$ cat config.mk
export PLATFORM = sky130hd
export DESIGN_NAME = full_adder
export DESIGN_NICKNAME = d
export VERILOG_FILES = /design/src/rtl/full_adder_pkg.sv /design/src/rtl/full_adder_cell.sv /design/src/rtl/full_adder.sv
export SDC_FILE = /design/constraint.sdc
export NUM_CORES = 1
export LEC_CHECK = 0
export BUFFER_PORTS_ARGS = -buffer_cell sky130_fd_sc_hd__buf_2
export CAP_MARGIN = 10
export CORE_AREA = 2 2 39 41
export DETAILED_ROUTE_END_ITERATION = 8
export DIE_AREA = 0 0 41 43
export GPL_ROUTABILITY_DRIVEN = 1
export SETUP_SLACK_MARGIN = 0.15
export SYNTH_ARGS = -nofsm -noshare
export SYNTH_HDL_FRONTEND = slang
export SYNTH_SLANG_ARGS = --single-unit
$ cat constraint.sdc
create_clock -name clk -period 0.8 [get_ports clk]
set_input_delay 0.2 -clock clk [delete_from_list [all_inputs] [get_ports clk]]
set_output_delay 0.2 -clock clk [all_outputs]
set_load 0.05 [all_outputs]
$ cat src/rtl/full_adder_pkg.sv
// Shared constants and result type for the registered ripple-carry adder.
package full_adder_pkg;

  localparam int FA_WIDTH_DEFAULT = 1;
  localparam int FA_MAX_WIDTH     = 64;

  typedef struct packed {
    logic [FA_MAX_WIDTH-1:0] sum;
    logic                    cout;
    logic                    ovf;
  } fa_result_t;

endpackage

$ cat src/rtl/full_adder_cell.sv
// One-bit combinational full adder used as a ripple-chain element.
module full_adder_cell (
  input  logic a_i,
  input  logic b_i,
  input  logic c_i,
  output logic sum_o,
  output logic carry_o
);

  logic p;

  assign p       = a_i ^ b_i;
  assign sum_o   = p ^ c_i;
  assign carry_o = (a_i & b_i) | (c_i & p);

endmodule

$ cat src/rtl/full_adder.sv
// WIDTH-bit ripple-carry adder with a single output register stage.
// Define FULL_ADDER_OVF_EN to add the registered signed-overflow output ovf.
module full_adder
  import full_adder_pkg::*;
#(
  parameter int WIDTH = FA_WIDTH_DEFAULT
) (
  input  logic             clk,
  input  logic             rst_n,
  input  logic             in_valid,
  input  logic [WIDTH-1:0] in1,
  input  logic [WIDTH-1:0] in2,
  input  logic             cin,
  output logic [WIDTH-1:0] out,
  output logic             cout,
  output logic             out_valid
`ifdef FULL_ADDER_OVF_EN
  ,
  output logic             ovf
`endif
);

  logic [WIDTH-1:0] a;
  logic [WIDTH-1:0] b;
  logic [WIDTH-1:0] sum;
  logic [WIDTH:0]   carry;
  fa_result_t       result_d;
  logic             unused_result;

  logic [WIDTH-1:0] out_q;
  logic             cout_q;
  logic             vld_q;

  // Operands are gated by in_valid so idle-cycle garbage never enters the chain.
  assign a        = in1 & {WIDTH{in_valid}};
  assign b        = in2 & {WIDTH{in_valid}};
  assign carry[0] = cin & in_valid;

  for (genvar i = 0; i < WIDTH; i++) begin : g_bit
    full_adder_cell u_cell (
      .a_i     (a[i]),
      .b_i     (b[i]),
      .c_i     (carry[i]),
      .sum_o   (sum[i]),
      .carry_o (carry[i+1])
    );
  end

  always_comb begin
    result_d                 = '0;
    result_d.sum[WIDTH-1:0]  = sum;
    result_d.cout            = carry[WIDTH];
`ifdef FULL_ADDER_OVF_EN
    result_d.ovf             = carry[WIDTH] ^ carry[WIDTH-1];
`endif
  end

  // The package struct is sized for the widest legal adder; upper bits are idle.
  assign unused_result = ^result_d;

  // Output register stage
  always_ff @(posedge clk or negedge rst_n) begin
    if (!rst_n) begin
      out_q  <= '0;
      cout_q <= 1'b0;
      vld_q  <= 1'b0;
    end else begin
      vld_q <= in_valid;
      if (in_valid) begin
        out_q  <= result_d.sum[WIDTH-1:0];
        cout_q <= result_d.cout;
      end
    end
  end

`ifdef FULL_ADDER_OVF_EN
  logic ovf_q;

  always_ff @(posedge clk or negedge rst_n) begin
    if (!rst_n) begin
      ovf_q <= 1'b0;
    end else if (in_valid) begin
      ovf_q <= result_d.ovf;
    end
  end

  assign ovf = ovf_q;
`endif

  assign out       = out_q;
  assign cout      = cout_q;
  assign out_valid = vld_q;

endmodule

======== Word level (Yosys, flattened, before mapping) ========
Cells that the tools add are included.
W data, S select, Z words.
storage, ports and cells
  logic and storage cells ................. 11
  bits in registers ....................... 3
  output and inout port bits .............. 3
  input port bits ......................... 6
cells by class
  bitwise gates (word level) .............. 8
operators with widths
  operator       count
  $and A1 B1 Y1  5
  $xor A1 B1 Y1  2
  $or A1 B1 Y1   1

======== Longest topological paths before layout ========
  word-level depth ........................ 4
  mapped depth ............................ 3
  mapped depth without buffers ............ 3

======== Modules after synthesis ========
From an unflattened synthesis, not the netlist that was laid out.
unflattened totals
  cell total of the unflattened synthesis .. 9
  area total of the unflattened synthesis .. 143.9 sq um
modules (own cells, without submodules)
  module           cells an instance  sequential area each (sq um)  times used  area each (sq um)
  full_adder       8                  75.1                          1           123.9
  full_adder_cell  1                  0.0                           1           20.0

======== Worst setup path after synthesis ========
OpenSTA, ideal clock, no wires.
  path type ............................... input to register
  start point ............................. in in1
  end point ............................... reg out_q, in the netlist out
  data arrival time ....................... 1.064 ns
  setup time .............................. 0.125 ns
  path buffers ............................ 0
  setup slack ............................. -0.389 ns
  required time ........................... 0.675 ns
  cell stages on the path ................. 3
  cell sequence ........................... and2_1 fa_1 mux2_4
between the ends
  longest elaborated chain between the ends .. 3
ends and longest elaborated chain
  element                    line                   text
  start: declaration         full_adder.sv:11       input logic [WIDTH-1:0] in1,
  $and A1 B1 Y1              full_adder.sv:35       assign a = in1 & {WIDTH{in_valid}};
  $xor A1 B1 Y1              full_adder_cell.sv:12  assign p = a_i ^ b_i;
  $xor A1 B1 Y1              full_adder_cell.sv:13  assign sum_o = p ^ c_i;
  via g_bit[0].u_cell.sum_o  full_adder_cell.sv:6   output logic sum_o,
  end signal: assignment     full_adder.sv:70       out_q <= result_d.sum[WIDTH-1:0];
  end: declaration           full_adder.sv:30       logic [WIDTH-1:0] out_q;
The timed path passes the listed nets, and every way through them passes these cells.
A chain may end at the register's enable or synchronous reset.

======== Worst setup path after layout ========
  start point ............................. in cin
  end point ............................... reg out_q, in the netlist out
between the ends
  longest elaborated chain between the ends .. 2
ends and longest elaborated chain
  element                    line                   text
  start: declaration         full_adder.sv:13       input logic cin,
  $and A1 B1 Y1              full_adder.sv:37       assign carry[0] = cin & in_valid;
  $xor A1 B1 Y1              full_adder_cell.sv:13
  via g_bit[0].u_cell.sum_o  full_adder_cell.sv:6
The timed path passes the listed nets, and every way through them passes these cells.

==> results.sh <==
export IMPL_antenna_found_initial=0
export IMPL_rows=14
export IMPL_cts_buffer_depth=2
export IMPL_rsz0062_at_grt="yes"
export IMPL_power_leakage_nw=0.1496
export IMPL_p_switching_w=0.0001820
export IMPL_place_ws_ps=-496.5
export IMPL_core_area_um2=1384
export IMPL_arrival_ps=1130
export IMPL_overflow=0
export IMPL_syn_area_um2=143.9
export IMPL_setup_ws_ps=-219.8
export IMPL_syn_inst=9
export IMPL_clock_latency_ps=230
export IMPL_yosys_warnings=0
export IMPL_setup_viol=5
export IMPL_drtPass1Iterations=1
export IMPL_grt_max_degree=5
export IMPL_cts_tree="built"
export IMPL_seq_power_share_pct=28.3
export IMPL_root_buffer="clkbuf_4"
export IMPL_mostFrequentLayoutCell="buf_6"
export IMPL_drv_slew=0
export IMPL_port_buffer_count=8
export IMPL_grt_pass1_wl_um=434
export IMPL_p_clk_share_pct=40.7
export IMPL_violations="negative setup slack"
export IMPL_io_pins=9
export IMPL_fin_crit_sh_pct=127.5
export IMPL_antenna_cells=0
export IMPL_p_comb_share_pct=31.0
export IMPL_critPathMaxFanout=1
export IMPL_h_tree_depth=1
export IMPL_hold_viol_final=0
export IMPL_layout_nets=33
export IMPL_numClockSinks=3
export IMPL_die_area_um2=1763
export IMPL_remaining_drc_errors=0
export IMPL_ant_nets=0
export IMPL_fin_crit_ps=1020
export IMPL_syn_to_final_growth_pct=115.7
export IMPL_critPathRequiredTime_ps=910
export IMPL_finalPower_w=0.0006465
export IMPL_synth_seq_area_share_pct=52.17
export IMPL_fillers=150
export IMPL_layout_drive_gt1_share_pct=88.00
export IMPL_wl_um=305
export IMPL_ys_types=4
export IMPL_max_freq_mhz=980.6
export IMPL_dr_first_iter_drc_count=0
export IMPL_start_util_pct=10.40
export IMPL_p_sw_share_pct=28.16
export IMPL_synth_area_per_cell_um2=15.99
export IMPL_ys_seq_elements=3
export IMPL_grt_pass1_vias=129
export IMPL_powerDensity_nw_per_um2=2084
export IMPL_vias=123
export IMPL_grt_usage_pct=4.930
export IMPL_status="finished with violations"
export IMPL_cts_made_buffers=3
export IMPL_syn_nets=16
export IMPL_p_int_w=0.0004645
export IMPL_mostFrequentLayoutCells="buf_6 (4), and2_4 (3), clkbuf_4 (3), buf_2 (3), buf_4 (3)"
export IMPL_slew_headroom_pct=92.81
export IMPL_die_h_um=43
export IMPL_worst_pin_slew_ps=108.1
export IMPL_worstHoldPathType="primary input to flip-flop"
export IMPL_gp_congestion=0.5838
export IMPL_ir_drop_uv=592.7
export IMPL_cp_end_kind="flip-flop"
export IMPL_clock_skew_ps=0
export IMPL_die_x_um=41
export IMPL_wire_per_inst_um=7.439
export IMPL_cap_viol_max_count=0
export IMPL_via_per_inst=3.000
export IMPL_start_kind="primary input"
export IMPL_clkTransAtPathRegs_ps=40
export IMPL_path_class="primary input to flip-flop"
-- Yosys cell counts --
cell / count / area share, %
dfrtp_1: 3 / 52
fa_1: 1 / 14
and2_1: 3 / 13
mux2_4: 2 / 21
-- final cells by class --
| class | count | area [um^2] | share of cell area (%) |
|---|---|---|---|
| repair buffers | 12 | 107.6 | 34.68 |
| multi-input cells | 6 | 78.83 | 25.40 |
| flip-flops and latches | 3 | 77.57 | 25.00 |
| well taps | 16 | 20.02 | 6.452 |
| clock buffers | 4 | 26.28 | 8.468 |
-- metrics by stage --
stage                     util (%)  cell area, um^2  hold slack (ps)  std cells  TNS, ps
after global placement       15.82            219.0           -4.326         34   -908.7
after floorplan                  -            151.4           -95.59          9   -626.9
after detailed placement     15.82            219.0           -3.324         34   -922.8
final                        22.42            310.3            199.8         41   -888.0
after CTS                    21.16            292.8            189.6         40   -933.7
after global routing         22.42            310.3            198.1         41   -959.9
-- layer usage --
metal  vias to the layer above  track usage (%)  part of all wire [%]
met1                        54            3.883                    35
met2                         9            5.000                    47
met4                         0            8.000                     0
met5                         -                0                     0
li1                         60                -                     -
met3                         0            4.712                    18
-- repair_timing --
item,4_1_cts,5_1_grt
resized for setup,9,2
hold endpoints to repair,3,0
setup endpoints to repair,5,5
pin swaps,2,2
hold buffers,1,0
buffers inserted,1,1
-- logic make-up (layout without fill, tap and decap cells) --
group,Yosys count,count (layout),share of synthesized area [%]
buffers and inverters,0,16,0
multiplexers,2,2,20.87
flip-flops,3,3,52.17
adder cells (fa/ha/maj),1,1,13.91
AND/OR/NAND/NOR,3,3,13.04
-- path summary, 6_finish.rpt --
| check | slack, ps | start | to | depth (start not counted) |
|---|---|---|---|---|
| worst max-delay path | -220 | cin | out$_DFFE_PN0P_ | 4 |
| worst min-delay path | 200 | in_valid | out_valid$_DFF_PN0_ | 2 |
| worst min register to register | 630 | out$_DFFE_PN0P_ | out$_DFFE_PN0P_ | 2 |
| worst max register to register | -110 | cout$_DFFE_PN0P_ | cout$_DFFE_PN0P_ | 2 |
| min in group asynchronous | 310 | rst_n | cout$_DFFE_PN0P_ | 2 |
| max in group asynchronous | 380 | rst_n | out_valid$_DFF_PN0_ | 2 |
-- worst max-delay path, stage by stage --
cell    delay, ps
buf_6          90
and2_4        150
fa_2          440
mux2_4        260
-- sequential cells by signal, indices dropped and copies added (netlist names) --
signal,flops
cout,1
out,1
out_valid,1
-- power groups by stage --
| stage | logic, W | registers [W] | clock network, W |
|---|---|---|---|
| floorplan | 0.0000376 | 0.000241 | 0 |
| global placement | 0.000139 | 0.000181 | 0 |
| detailed placement | 0.000142 | 0.000181 | 0 |
| CTS | 0.000190 | 0.000182 | 0.000283 |
| global route | 0.000214 | 0.000184 | 0.000294 |
| finish | 0.000200 | 0.000183 | 0.000263 |
(Power assumes the default switching activity.)
